## src/rtl/uart_boot_loader_if.sv

```systemverilog
// Instruction RAM write bus driven by the boot loader.
// Single-cycle write strobe; no backpressure, the RAM accepts every write.
interface uart_boot_loader_if #(
    parameter int ADDR_W = 10
) ();
    logic              mem_we;
    logic [ADDR_W-1:0] mem_addr;
    logic [31:0]       mem_wdata;

    modport master (output mem_we, output mem_addr, output mem_wdata);
    modport slave  (input  mem_we, input  mem_addr, input  mem_wdata);
endinterface

```

## src/rtl/uart_boot_loader.sv

```systemverilog
// UART 8N1 boot loader: frames A5/LEN/data/XOR-checksum into instruction RAM writes.
// Write lands one cycle after the 4th byte of a word; no backpressure, RAM always accepts.
module uart_boot_loader #(
    parameter int CLKS_PER_BIT = 104,
    parameter int ADDR_W       = 10,
    parameter int MAX_WORDS    = 1024
) (
    input  logic                       clk,
    input  logic                       rst,
    input  logic                       uart_rx,
    uart_boot_loader_if.master         mem,
    output logic                       core_rst,
    output logic                       done,
    output logic                       err,
    output logic                       frame_err
);
    localparam int CNT_W = $clog2(CLKS_PER_BIT);
    localparam logic [CNT_W-1:0] HALF_M1 = CNT_W'(CLKS_PER_BIT / 2 - 1);
    localparam logic [CNT_W-1:0] FULL_M1 = CNT_W'(CLKS_PER_BIT - 1);

    typedef enum logic [2:0] {RX_IDLE, RX_START, RX_DATA, RX_STOP, RX_WAIT} rx_state_t;
    typedef enum logic [2:0] {IDLE, LEN_LO, LEN_HI, DATA, CSUM, DONE, ERROR} state_t;

    rx_state_t         rx_st;
    logic              rx_s1, rx_s2, rx_prev;
    logic [CNT_W-1:0]  cnt;
    logic [2:0]        bit_idx;
    logic [7:0]        shift;
    logic              byte_vld;
    logic [7:0]        rx_byte;

    state_t            st;
    logic [7:0]        len_lo;
    logic [15:0]       len;
    logic [7:0]        csum;
    logic [ADDR_W-1:0] word_idx;
    logic [1:0]        lane;
    logic [7:0]        b0, b1, b2;

    // Receiver: sample mid-bit, drop bytes with a bad stop bit and wait for idle line.
    always_ff @(posedge clk) begin
        if (rst) begin
            rx_s1     <= 1'b1;
            rx_s2     <= 1'b1;
            rx_prev   <= 1'b1;
            rx_st     <= RX_IDLE;
            cnt       <= '0;
            bit_idx   <= '0;
            shift     <= '0;
            byte_vld  <= 1'b0;
            rx_byte   <= '0;
            frame_err <= 1'b0;
        end else begin
            rx_s1    <= uart_rx;
            rx_s2    <= rx_s1;
            rx_prev  <= rx_s2;
            byte_vld <= 1'b0;
            case (rx_st)
                RX_IDLE: begin
                    if (rx_prev && !rx_s2) begin
                        rx_st <= RX_START;
                        cnt   <= '0;
                    end
                end
                RX_START: begin
                    if (cnt == HALF_M1) begin
                        cnt     <= '0;
                        bit_idx <= '0;
                        rx_st   <= rx_s2 ? RX_IDLE : RX_DATA;
                    end else begin
                        cnt <= cnt + CNT_W'(1);
                    end
                end
                RX_DATA: begin
                    if (cnt == FULL_M1) begin
                        cnt     <= '0;
                        shift   <= {rx_s2, shift[7:1]};
                        bit_idx <= bit_idx + 3'd1;
                        if (bit_idx == 3'd7) rx_st <= RX_STOP;
                    end else begin
                        cnt <= cnt + CNT_W'(1);
                    end
                end
                RX_STOP: begin
                    if (cnt == FULL_M1) begin
                        cnt <= '0;
                        if (rx_s2) begin
                            byte_vld <= 1'b1;
                            rx_byte  <= shift;
                            rx_st    <= RX_IDLE;
                        end else begin
                            frame_err <= 1'b1;
                            rx_st     <= RX_WAIT;
                        end
                    end else begin
                        cnt <= cnt + CNT_W'(1);
                    end
                end
                RX_WAIT: begin
                    if (rx_s2) rx_st <= RX_IDLE;
                end
                default: rx_st <= RX_IDLE;
            endcase
        end
    end

    // Frame parser and RAM writer; DONE is terminal until reset.
    always_ff @(posedge clk) begin
        if (rst) begin
            st            <= IDLE;
            mem.mem_we    <= 1'b0;
            mem.mem_addr  <= '0;
            mem.mem_wdata <= '0;
            core_rst      <= 1'b1;
            done          <= 1'b0;
            err           <= 1'b0;
            len_lo        <= '0;
            len           <= '0;
            csum          <= '0;
            word_idx      <= '0;
            lane          <= '0;
            b0            <= '0;
            b1            <= '0;
            b2            <= '0;
        end else begin
            mem.mem_we <= 1'b0;
            if (byte_vld) begin
                case (st)
                    IDLE, ERROR: begin
                        if (rx_byte == 8'hA5) begin
                            st       <= LEN_LO;
                            err      <= 1'b0;
                            csum     <= '0;
                            word_idx <= '0;
                            lane     <= '0;
                        end
                    end
                    LEN_LO: begin
                        len_lo <= rx_byte;
                        st     <= LEN_HI;
                    end
                    LEN_HI: begin
                        len <= {rx_byte, len_lo};
                        if ({16'd0, rx_byte, len_lo} > 32'(MAX_WORDS)) begin
                            st       <= ERROR;
                            err      <= 1'b1;
                            core_rst <= 1'b1;
                            done     <= 1'b0;
                        end else if ({rx_byte, len_lo} == 16'd0) begin
                            st <= CSUM;
                        end else begin
                            st <= DATA;
                        end
                    end
                    DATA: begin
                        csum <= csum ^ rx_byte;
                        lane <= lane + 2'd1;
                        case (lane)
                            2'd0: b0 <= rx_byte;
                            2'd1: b1 <= rx_byte;
                            2'd2: b2 <= rx_byte;
                            default: begin
                                mem.mem_we    <= 1'b1;
                                mem.mem_addr  <= word_idx;
                                mem.mem_wdata <= {rx_byte, b2, b1, b0};
                                word_idx      <= word_idx + ADDR_W'(1);
                                if (16'(word_idx) == len - 16'd1) st <= CSUM;
                            end
                        endcase
                    end
                    CSUM: begin
                        if (rx_byte == csum) begin
                            st       <= DONE;
                            done     <= 1'b1;
                            core_rst <= 1'b0;
                        end else begin
                            st       <= ERROR;
                            err      <= 1'b1;
                            core_rst <= 1'b1;
                            done     <= 1'b0;
                        end
                    end
                    default: ;
                endcase
            end
        end
    end
endmodule

```

## src/flat_wrapper.sv

```systemverilog
// flat-port wrapper written by rule: the top's interface ports become plain ports
module uart_boot_loader_flat 
#(
    parameter int CLKS_PER_BIT = 104,
    parameter int ADDR_W       = 10,
    parameter int MAX_WORDS    = 1024
)
  (clk, rst, uart_rx, core_rst, done, err, frame_err, mem_mem_we, mem_mem_addr, mem_mem_wdata);
  uart_boot_loader_if #(.ADDR_W(ADDR_W)) mem_i ();
  input  logic clk;
  input  logic rst;
  input  logic uart_rx;
  output logic core_rst;
  output logic done;
  output logic err;
  output logic frame_err;
  output wire logic [$bits(mem_i.mem_we)-1:0] mem_mem_we;
  output wire logic [$bits(mem_i.mem_addr)-1:0] mem_mem_addr;
  output wire logic [$bits(mem_i.mem_wdata)-1:0] mem_mem_wdata;
  assign mem_mem_we = mem_i.mem_we;
  assign mem_mem_addr = mem_i.mem_addr;
  assign mem_mem_wdata = mem_i.mem_wdata;
  uart_boot_loader #(.CLKS_PER_BIT(CLKS_PER_BIT), .ADDR_W(ADDR_W), .MAX_WORDS(MAX_WORDS)) u_core (.clk(clk), .rst(rst), .uart_rx(uart_rx), .mem(mem_i), .core_rst(core_rst), .done(done), .err(err), .frame_err(frame_err));
endmodule
```

## config.mk

```make
export PLATFORM = sky130hd
export DESIGN_NAME = uart_boot_loader_flat
export DESIGN_NICKNAME = d
export VERILOG_FILES = /design/src/rtl/uart_boot_loader_if.sv /design/src/rtl/uart_boot_loader.sv /design/src/flat_wrapper.sv
export SDC_FILE = /design/constraint.sdc
export NUM_CORES = 1
export LEC_CHECK = 0
export CAP_MARGIN = 20
export CORE_ASPECT_RATIO = 1.4
export CORE_UTILIZATION = 40
export CTS_CLUSTER_SIZE = 14
export DETAILED_ROUTE_END_ITERATION = 8
export HOLD_SLACK_MARGIN = 0.05
export SLEW_MARGIN = 20
export SYNTH_ARGS = -nofsm -noshare
export SYNTH_HDL_FRONTEND = slang
export SYNTH_SLANG_ARGS = --single-unit
```

## constraint.sdc

```tcl
create_clock -name clk -period 2.7 [get_ports clk]
set_input_delay 0.27 -clock clk [delete_from_list [all_inputs] [get_ports clk]]
set_output_delay 0.27 -clock clk [all_outputs]
set_load 0.02 [all_outputs]
```

==> impl_metrics.csv <==
group,metric,value,unit
sta,fin_skew,0.009600,ns
routing,finalWirelength,15.76,mm
die,start_util,41.46,%
finish,finalInstanceArea,7792,sq um
die,ioPinCount,50,
global_routing,grt_pass1_wl,26.32,mm
setup_path,cp_num_buf_inv,0,
global_routing,grt.total_usage,20.09,%
hold_path,min_path_cells,2,
pwr,clkPwrFrac,49.7,%
place,place_congestion,0.8904,
setup_path,worstSetupEndpointType,"flop",
clocking,clockBufferDepth,2,
global_routing,grt_pass1_vias,5292,
pwr,swShare,22.34,%
setup_path,reg2regPathDepth,7,
pwr,p_leak,2.844,nW
sta,rsz0062_at_grt,"false",
finish,fillers,1559,
finish,register_area,3023,sq um
place,postPlaceCellArea,7224,sq um
sta,fin_crit_sh,86.88,%
routing,wl_per_cell,14.73,microns
finish,multi_input_area,3212,sq um
finish,num_antenna_cells,0,
sta,min_period,2.346,ns
synth,synth.avg_cell_area,7.912,sq um
clocking,cts_sinks,151,
pwr,pwr-share-comb,1.6,%
synth,ys_types,59,
setup_path,path_cells,"or4_1 > o21ai_1 > a21oi_1 > a311oi_2 > o211ai_1 > o31ai_1 > mux2i_1",
clocking,cts-resized-gates,0,
routing,viasPerCell,5.239,
setup_path,r2r-end,"u_core.st[0]$_SDFFE_PP0P_",
clocking,clk_latency,0.43,ns
sta,hold_violations,0,
clocking,cts_tree,"done",
sta,slew_violations,0,
routing,drcViolationCount,0,
synth,synth_cells,825,
setup_path,worstSetupPathType,"flop to flop",
synth,synthesis.area,6528,sq um
clocking,path_clk_slew,0.06,ns
synth,ys_ff_latch,151,
routing,vias,5606,
synth,synth_edf_count,0,
setup_path,critPathTopFamily,"compound AO/OA/AOI/OAI gates",
routing,initialDrtViolationCount,256,
die,std_cell_rows,54,
setup_path,crit_required,3.06,ns
die,dieArea,16840,sq um
hold_path,hold_end,"u_core.csum[4]$_SDFFE_PP0P_",
clocking,cts_setup_buffers,0,
sta,tightestPinTransition,0.6533,ns
pwr,p_switching,1.028,mW
clocking,numCtsBuffers,17,
place,io_buffers,49,
synth,yosys_most_used_dff,"dfxtp_1",
pwr,power_density,590.4,nW/um^2
place,dp_slack,0.3930,ns
finish,area_growth,19.38,%
setup_path,r2r-start,"u_core.len[2]$_SDFFE_PP0P_",
sta,max_freq,426.3,MHz
pwr,vdd_drop_max,0.4765,mV
clocking,root_buffer,"clkbuf_16",
place,dp_hpwl,10.61,mm
setup_path,reg2reg_slack,0.35,ns
synth,synth-async-reset-ratio,0,%
hold_path,min_from,"rst",
global_routing,grt_max_degree,46,
sta,totalNegativeSetupSlack,0,ns
synth,synth_fp_nets,837,
setup_path,cpMaxStageDelayCell,"or4_1",
pwr,internal_power,3.573,mW
global_routing,antenna_found_initial,0,
routing,drtPass1Iterations,5,
setup_path,crit_arrival,2.70,ns
run_status,status,"complete, no violations",
setup_path,path_max_fanout,9,
hold_path,hold_path_class,"primary input to flop",
global_routing,grt.overflow.total,0,
finish,fin_nets,874,
setup_path,start_kind,"flop",
finish,fin_util,49.50,%
setup_path,slowest_delay,0.56,ns
sta,max-slew-margin-rel,56.32,%
finish,drive_above_1_share,8.124,%
clocking,htreeDepth,4,
pwr,sequentialPowerShare,48.6,%
job,cap_violations,0,
finish,final_common_cell,"nand2_1",
die,die_y,153.2,microns
synth,yosysSeqAreaShare,46.31,%
sta,setup_ws,0.3542,ns
sta,finalSetupViolCount,0,
die,core_area,15740,sq um
finish,layout_common_cells,"nand2_1, dfxtp_1, a21oi_1, nor2_1, clkdlybuf4s50_1",
routing,ant_nets,0,
die,die_width,110.0,microns
pwr,total_power,4.601,mW
clocking,holdBufCountCts,0,
synth,yosysWarnings,0,
[routing by layer]
layer  GRT usage (%)  routed length [microns]  vias to the layer above
met4           8.635                      372                        0
met3           4.136                      514                       25
met1           23.95                     6893                     2610
met5               0                        0                        -
li1                -                        -                     2884
met2           34.23                     7982                       87
[state kept, by name, indices dropped and copies added, names as in the netlist, 2 cells and up]
register and cells:
u_core.mem.mem_addr 10, u_core.st 3, u_core.len 16, u_core.mem.mem_wdata 32, u_core.b2 8, u_core.b0 8
u_core.len_lo 8, u_core.b1 8, u_core.cnt 7, u_core.csum 8, u_core.rx_st 3, u_core.shift 8
u_core.word_idx 10, u_core.rx_byte 8, u_core.lane 2, u_core.bit_idx 3
[metrics by stage]
step                hold WS (ns)  instances
floorplan                 0.3738        825
global placement          0.3926       1039
detailed placement        0.3937       1039
CTS                       0.2755       1070
global route              0.3013       1070
finish                    0.2811       1070
[cells in the mapped netlist, drive strengths merged, types with 2 or more instances]
cell type / count / share of area [%]
a211oi: 2 / 0.23
a21o: 2 / 0.23
a21oi: 117 / 9.0
a22oi: 7 / 0.81
a311oi: 6 / 0.90
a31oi: 4 / 0.38
and2: 2 / 0.19
and3: 3 / 0.29
buf: 10 / 0.92
clkbuf: 45 / 2.6
dfxtp: 151 / 46
ha: 9 / 1.7
inv: 16 / 0.92
mux2: 2 / 0.35
mux2i: 17 / 2.6
nand2: 182 / 11
nand2b: 8 / 0.77
nand3: 39 / 3.0
nand4: 10 / 0.96
nor2: 67 / 3.9
nor2b: 11 / 1.1
nor3: 17 / 1.3
nor4: 6 / 0.81
o211ai: 4 / 0.46
o21a: 2 / 0.23
o21ai: 23 / 1.8
o21bai: 2 / 0.23
o22ai: 2 / 0.19
o31ai: 2 / 0.23
or2: 7 / 0.67
or3: 5 / 0.48
or4: 3 / 0.36
xnor2: 10 / 1.3
xor2: 15 / 2.0
[power groups by stage]
| stage | Clock [mW] | Combinational, mW | Sequential, mW |
|---|---|---|---|
| after floorplan | 0 | 0.0575 | 2.28 |
| after global placement | 0 | 0.0758 | 2.29 |
| after detailed placement | 0 | 0.0761 | 2.29 |
| after CTS | 2.35 | 0.0763 | 2.24 |
| after global routing | 2.44 | 0.0850 | 2.24 |
| final | 2.29 | 0.0758 | 2.24 |
[logic make-up after synthesis]
family	after synthesis	synth area share (%)
simple gates	369	25.51
mux	19	2.952
flops	151	46.31
buf+inv	72	4.485
compound gates	180	15.66
xor+xnor	25	3.354
fa+ha+maj	9	1.725
[final cells by class]
| cell class | count | share of cell area [%] |
|---|---|---|
| multi-input combinational | 602 | 41.22 |
| clock inverter | 12 | 1.477 |
| timing repair buffer | 73 | 8.735 |
| sequential | 151 | 38.79 |
| tap | 196 | 3.147 |
| clock buffer | 19 | 5.812 |
| inverter | 17 | 0.8189 |
[worst max path at each step]
| stage | cells after the start | end | startpoint |
|---|---|---|---|
| floorplan | 8 | u_core.st[2]$_SDFFE_PP0P_ | u_core.len[2]$_SDFFE_PP0P_ |
| global placement | 7 | u_core.st[2]$_SDFFE_PP0P_ | u_core.len[2]$_SDFFE_PP0P_ |
| detailed placement | 7 | u_core.st[0]$_SDFFE_PP0P_ | u_core.len[2]$_SDFFE_PP0P_ |
| CTS | 7 | u_core.st[0]$_SDFFE_PP0P_ | u_core.len[2]$_SDFFE_PP0P_ |
| global route | 7 | u_core.st[0]$_SDFFE_PP0P_ | u_core.len[2]$_SDFFE_PP0P_ |
| finish | 7 | u_core.st[0]$_SDFFE_PP0P_ | u_core.len[2]$_SDFFE_PP0P_ |
Power figures use the tool's default switching activity.
